<file path="config.mk">
export PLATFORM = sky130hd
export DESIGN_NAME = prog_loader
export DESIGN_NICKNAME = d
export VERILOG_FILES = /design/src/rtl/cpu_pkg.sv /design/src/rtl/prog_loader.sv
export SDC_FILE = /design/constraint.sdc
export NUM_CORES = 1
export LEC_CHECK = 0
export ABC_AREA = 1
export BUFFER_PORTS_ARGS = -buffer_cell sky130_fd_sc_hd__buf_2
export CAP_MARGIN = 0
export CORE_ASPECT_RATIO = 1.25
export CORE_MARGIN = 2
export CORE_UTILIZATION = 25
export CTS_CLUSTER_SIZE = 12
export DETAILED_ROUTE_END_ITERATION = 8
export HOLD_SLACK_MARGIN = 0.02
export PLACE_DENSITY = 0.52
export SKIP_CTS_REPAIR_TIMING = 1
export SLEW_MARGIN = 0
export SYNTH_ARGS = -nofsm -noshare
export SYNTH_HDL_FRONTEND = slang
export SYNTH_SLANG_ARGS = --single-unit
</file>
<file path="constraint.sdc">
create_clock -name clk -period 3.85 [get_ports clk]
set_clock_uncertainty 0.2 [all_clocks]
set_input_delay 0.5775 -clock clk [delete_from_list [all_inputs] [get_ports clk]]
set_output_delay 0.5775 -clock clk [all_outputs]
set_load 0.02 [all_outputs]
</file>
<file path="src/rtl/cpu_pkg.sv">
// Shared CPU definitions used by the boot loader and the core.
//   ld_state_t : boot-loader byte-stream state
//   MACH_W     : machine-code word width (9 bits)
package cpu_pkg;

  typedef enum logic [2:0] {
    LEN_LO,
    LEN_HI,
    INS_LO,
    INS_HI,
    CHK,
    DONE,
    ERR
  } ld_state_t;

  localparam int MACH_W = 9;

endpackage

</file>
<file path="src/rtl/prog_loader.sv">
// Byte-stream boot loader. Receives a length-prefixed, checksummed image of
// 9-bit machine-code words over a valid/ready byte link and writes it into the
// instruction RAM. The core is held in reset (core_hold=1) until the image has
// loaded and its checksum matches.
//
// Stream: N[7:0], N[15:8], then N pairs {code[7:0]}, {7'b0, code[8]},
// then one byte equal to the XOR of all 2N word bytes.
//
// Ports
//   clk        in   system clock, rising edge
//   reset      in   asynchronous, active-low reset
//   in_valid   in   host byte valid
//   in_data    in   host byte
//   in_ready   out  loader accepts a byte this cycle
//   wr_en      out  instruction-RAM write strobe (1 cycle per word)
//   wr_addr    out  instruction-RAM write address
//   wr_data    out  instruction-RAM write data
//   core_hold  out  1 = hold the core PC in reset
//   load_done  out  image loaded and checksum good (sticky)
//   load_err   out  overflow, bad high byte or bad checksum (sticky)
//   word_cnt   out  number of words written so far
module prog_loader
  import cpu_pkg::*;
#(
  parameter int D = 10,
  parameter int W = MACH_W
) (
  input  logic         clk,
  input  logic         reset,
  input  logic         in_valid,
  input  logic [7:0]   in_data,
  output logic         in_ready,
  output logic         wr_en,
  output logic [D-1:0] wr_addr,
  output logic [W-1:0] wr_data,
  output logic         core_hold,
  output logic         load_done,
  output logic         load_err,
  output logic [D:0]   word_cnt
);

  // Largest legal word count is exactly 2**D, compared in 17 bits.
  localparam logic [16:0] CAP = 17'd1 << D;

  ld_state_t      state_q, state_d;
  logic [15:0]    len_q, len_d;
  logic [7:0]     chk_q, chk_d;
  logic [7:0]     lo_q, lo_d;
  logic           rdy_q, rdy_d;
  logic           wr_en_q, wr_en_d;
  logic [D-1:0]   wr_addr_q, wr_addr_d;
  logic [W-1:0]   wr_data_q, wr_data_d;
  logic [D:0]     cnt_q, cnt_d;

  logic           accept;
  logic [16:0]    n_full;
  logic [16:0]    cnt_next17;

  assign accept     = in_valid && rdy_q;
  assign n_full     = {1'b0, in_data, len_q[7:0]};
  assign cnt_next17 = 17'(cnt_q) + 17'd1;

  always_comb begin
    state_d   = state_q;
    len_d     = len_q;
    chk_d     = chk_q;
    lo_d      = lo_q;
    wr_en_d   = 1'b0;
    wr_addr_d = wr_addr_q;
    wr_data_d = wr_data_q;
    cnt_d     = cnt_q;

    case (state_q)
      LEN_LO: begin
        if (accept) begin
          len_d[7:0] = in_data;
          state_d    = LEN_HI;
        end
      end
      LEN_HI: begin
        if (accept) begin
          len_d[15:8] = in_data;
          if (n_full > CAP)       state_d = ERR;
          else if (n_full == '0)  state_d = CHK;
          else                    state_d = INS_LO;
        end
      end
      INS_LO: begin
        if (accept) begin
          lo_d    = in_data;
          chk_d   = chk_q ^ in_data;
          state_d = INS_HI;
        end
      end
      INS_HI: begin
        if (accept) begin
          if (in_data[7:1] != 7'd0) begin
            state_d = ERR;
          end else begin
            chk_d     = chk_q ^ in_data;
            wr_en_d   = 1'b1;
            wr_addr_d = cnt_q[D-1:0];
            wr_data_d = {in_data[0], lo_q};
            cnt_d     = cnt_q + (D+1)'(1);
            state_d   = (cnt_next17 == {1'b0, len_q}) ? CHK : INS_LO;
          end
        end
      end
      CHK: begin
        if (accept) state_d = (in_data == chk_q) ? DONE : ERR;
      end
      DONE, ERR: ;
      default: state_d = ERR;
    endcase

    // Ready is registered: it drops for the write-pulse cycle so the next
    // lo byte waits one cycle, and stays low in the terminal states.
    rdy_d = !wr_en_d && (state_d != DONE) && (state_d != ERR);
  end

  always_ff @(posedge clk or negedge reset) begin
    if (!reset) begin
      state_q   <= LEN_LO;
      len_q     <= '0;
      chk_q     <= '0;
      lo_q      <= '0;
      rdy_q     <= 1'b0;
      wr_en_q   <= 1'b0;
      wr_addr_q <= '0;
      wr_data_q <= '0;
      cnt_q     <= '0;
    end else begin
      state_q   <= state_d;
      len_q     <= len_d;
      chk_q     <= chk_d;
      lo_q      <= lo_d;
      rdy_q     <= rdy_d;
      wr_en_q   <= wr_en_d;
      wr_addr_q <= wr_addr_d;
      wr_data_q <= wr_data_d;
      cnt_q     <= cnt_d;
    end
  end

  assign in_ready  = rdy_q;
  assign wr_en     = wr_en_q;
  assign wr_addr   = wr_addr_q;
  assign wr_data   = wr_data_q;
  assign word_cnt  = cnt_q;
  assign load_done = (state_q == DONE);
  assign load_err  = (state_q == ERR);
  assign core_hold = (state_q != DONE);

endmodule

</file>
# Word level (Yosys, flattened, before mapping)
# Index checks and enable logic that the tools add are counted.
# totals
reg_bits,67
out_inout_bits,35
inputBits,11
word_cells,61
# classes
n_reduce_logical,14
n_mux,18
magnitude_cmp,1
eq_ne,14
n_addsub,2
bitwise_logic,2
# ops
operator,count
$mux 3,9
$mux 8,3
$pmux 3 s6,1
$logic_not 17->1,1
$eq 12x16->1,1
$gt 16x11->1 const B,1
$pmux 8 s2,1
$add 11x1->12 const B,1
$add 11x1->11 const B,1
$eq 3x3->1 const B,3
$ne 3x3->1 const B,3
$eq 8x8->1,1
$xor 8x8->8,1
$reduce_bool 7->1,1
$eq 3x2->1 const B,2
$ne 2x2->1 const B,3
$reduce_and 2->1,3
$reduce_and 4->1,1
$eq 3x1->1 const B,1
$logic_and 1x1->1,3
$logic_not 3->1,1
$mux 1,3
$reduce_and 3->1,1
$mux 2,1
other kinds (4),4

# Depth between registers and ports, before layout
# logic_depth
word_depth,9
ltp_mapped,17
depth_no_buf,17

# Least setup slack after synthesis
# No wires, ideal clock.
# synth_path
path_type,register to register
from,"reg cnt_q[0], in the netlist word_cnt[0]"
to,"reg rdy_q, in the netlist in_ready"
setup_slack_ns,1.725
arrival_ns,1.852
path_stages_with_launch,16
n_path_buf,0
setup_time_ns,0.073
required_ns,3.577
period_less_slack_ns,2.125
cell_sequence,dfrtp_1 ha_1 nand2_1 nor2_2 nand3_1 nand2_1 nand2_1 nand2_1 nand3_1 nor2_2 nand3_1 nand2_1 nand2_1 nand2_2 nand3_2 a21oi_2
# synth_via
elab_chain_len,9
word_cells_on_any_way,10
classes_between,1 x add/sub; 3 x eq/ne; 4 x mux; 2 x reduce/logical
# synth_rtl
element,line,source
start: declaration,prog_loader.sv:53,"logic [D:0] cnt_q, cnt_d;"
start signal: assignment,prog_loader.sv:141,cnt_q <= cnt_d;
$add 11x1->12 (*),prog_loader.sv:61,assign cnt_next17 = 17'(cnt_q) + 17'd1;
$eq 12x16->1 (*),prog_loader.sv:105,"state_d = (cnt_next17 == {1'b0, len_q}) ? CHK : INS_LO;"
$mux 3 (*),prog_loader.sv:105,
$mux 3 (*),prog_loader.sv:97,if (in_data[7:1] != 7'd0) begin
$mux 3 (*),prog_loader.sv:96,if (accept) begin
$pmux 3 s6 (*),prog_loader.sv:73,case (state_q)
$ne 3x3->1,prog_loader.sv:118,rdy_d = !wr_en_d && (state_d != DONE) && (state_d != ERR);
$logic_and 1x1->1,prog_loader.sv:118,
$logic_and 1x1->1 (*),prog_loader.sv:118,
net rdy_d,prog_loader.sv:49,"logic rdy_q, rdy_d;"
end signal: assignment,prog_loader.sv:137,rdy_q <= rdy_d;
end: declaration,prog_loader.sv:49,
# The timed path passes the listed nets; every way through them passes the cells marked *.
# A chain may end at the register's enable or synchronous reset.

# Worst setup path after layout
# Ends and elaborated chain as after synthesis.

==> impl_results.md <==
- Initial antenna violation count: 0
- Worst-case clock buffer depth: 2
- DRC Markers: 0
- Yosys warns: 0
- Fin crit period: ~2.3 ns
- Cell taking the most area after synthesis: dfrtp_1
- Clock Latency Late Sink: roughly 0.33 ns
- Fin. max-slew vios: 0
- Cells after synthesis: 405
- Ys async rst share: 100%
- Cells after DPL: between 600 and 700
- Max Fclk: 432 MHz
- Distinct cells, synth: 33
- Cell family with most CP delay: simple AND/OR/NAND/NOR gates
- Hold Fails Final Rpt: 0
- Fin nets: 470
- CTS tree: done
- Final WL: 8070 um
- Diode count: 0
- Num rows: 47
- Worst Reg-to-Reg Cells: 15
- Most common cell on crit path: nand2_1
- # Max-Cap Violations: 0
- Outcome: complete, no violations
- Worst path buffer plus inverter count: 0
- CP peak stage delay: 0.46 ns
- Dpl cell area: around 0.0038 mm^2
- Static leakage: 2.14 nW
- Synth Register Bits: 67
- Slew margin rel.: 60.8%
- Worst-case vdd ir drop: 0.296 mV
- Post-route cell area: just over 0.004 mm^2
- Reg-to-reg critical path endpoint: in_ready
- Worst r2r src: word_cnt[0]
- Drt pass-1 iters: 4
- Number of port buffers: 45
- Io pins: 46
- # setup viols final: 0
- Setup TNS: 0 ns
- Fill count: around 1400
- PnR Total Power: 2.37 mW
- Mapped cell area: 0.00337 mm^2
- Min-delay worst type: input pin to async pin
- GP Congestion: between 0.8 and 0.9
- Initial core utilization: about 26%
- Sequential share of the synthesized area: 49.8%
- Congestion Overflow GR: 0
- CP arrival: 2.38 ns
- Post-synth net total: 417
- CP endpoint kind: flip-flop
- Setup crit start kind: flip-flop
- Worst Hold Slack: between 0.03 and 0.04 ns
- Average vias per placed instance: 4.26
- Area of the core: 0.0132 mm^2
- CTS clock-pin slew for the worst setup and hold paths: 0.06 ns
- Worst-margin pin slew: 0.588 ns
- Multi-input combinational cell area: between 0.001 and 0.0015 mm^2
- Crit path max fanout: 6
- RSZ-0062 raised after global routing: false
- Finished Layout Cells: 634
- Ys flop type: dfrtp_1
- Post-synth EDFFs: 0
- Pwr dens: 571 mW/mm^2
- First-pass GRT wire length: between 10000 and 15000 um
- Number of nets with antenna violations after routing: 0
- H-tree Lvls: 3
- Vias in the first global route: 2659
- Share of the synthesized area in the top cell type: about half
- Die area: 0.0144 mm^2
- Largest net degree at the start of global routing: 44
- Initial DRC count: around 130
- P&R area growth vs syn: 23.1%
- Critical-path cell list: ha_1, nand2_1, nor2_2, nand3_1, nand2_1, nand2_1, nand2_1, nand3_1, nor2_2, nand3_1, nand2_1, nand2_1, nand2_2, nand3_2, a21oi_2
- Worst path required time: 3.92 ns
- Die W: 108 um
- Root buf cell: clkbuf_16
- Total number of vias: about 2700
- Ranking of synthesized cells by area: dfrtp_1 50%, nand2_1 11%, inv_1 6.7%
- Syn avg cell area: 8.31 um^2
- Slowest cell on the critical path: dfrtp_1
- CTS Buf Count: 9
- GRT Total Usage: 12.1%
- CTS Sinks: 67
- Crit share post-route: 60.2%
- Layout cells sized above 1: 20.7%
- Die height: approximately 130 um
- Reg2Reg Setup Slack: between 1.5 and 2 ns
- Routed length per instance: 12.7 um
- Kind of critical path: flip-flop to flip-flop
- Reg area: 0.00168 mm^2
- Post-DP HPWL: 6110 um
## worst max path at each step
stage	startpoint	end	slack [ns]	cells after the start
after floorplan	word_cnt[0]	in_ready	1.73	15
after global placement	in_data[4]	chk_q[5]	1.34	11
after detailed placement	in_data[4]	chk_q[3]	1.30	11
after CTS	word_cnt[0]	in_ready	1.50	15
after global routing	word_cnt[0]	in_ready	1.25	15
final	word_cnt[0]	in_ready	1.53	15
## stage by stage
stage	worst slack (ns)	utilization (%)
6_report	1.53	31.5
5_1_grt	1.25	31.5
4_1_cts	1.50	31.5
3_5_place_dp	1.30	28.9
3_3_place_gp	1.34	28.9
2_1_floorplan	1.73	-
## state kept, by name (all words and copies together), names as in the netlist
register / flops
state_q: 3
lo_q: 8
chk_q: 8
wr_en: 1
word_cnt: 11
in_ready: 1
len_q: 16
wr_addr: 10
wr_data: 9
## synth_stat cells, drive strengths merged (2+ instances only)
cell type and instances:
a21oi 10, nand3 26, inv 65, nand2 107
nor2 33, clkbuf 4, dfrtp 67, o21ai 45
mux2 8, nand4 5, buf 2, xor2 8
nand3b 3, nor3 5, a21boi 2, mux2i 9
## area by class of cell
type	instances	area share, %
flip-flops and latches	67	40.5
multi-input cells	267	34.3
repair buffers	48	5.98
inverters	65	5.89
clock buffers	9	5.43
well taps	171	5.16
clock inverters	7	2.81
## metal layers
layer	part of all wire (%)	global-route usage [%]	wire length [um]	up-vias
li1	-	-	-	1401
met1	46	15.2	3690	1235
met2	47	19.2	3790	49
met3	4.9	3.62	395	16
met4	2.4	5.13	197	0
met5	0	0	0	-
## power by group
part	internal (mW)	total [mW]	leakage, nW	switching, mW
Sequential	0.865	0.981	0.849	0.116
Combinational	0.185	0.442	1.12	0.257
Clock	0.631	0.944	0.165	0.313
## cell families (layout without fill, tap and decap cells)
group	after synthesis	in the layout	share of synthesized area [%]
buf+inv	71	129	7.99
mux	17	17	5.35
xor+xnor	9	9	2.34
simple gates	180	180	24.6
flops	67	67	49.8
fa+ha+maj	1	1	0.372
compound gates	60	60	9.48
## cells in the final DEF (no fill, tap or decap), drive strengths merged, types with 5 or more instances in the layout
cell	instances
xor2	8
clkbuf	9
nand2	107
dfrtp	67
o21ai	45
nor3	5
nand4	5
buf	48
inv	65
mux2	8
mux2i	9
a21oi	10
nor2	33
nand3	26
(Power assumes the default switching activity.)
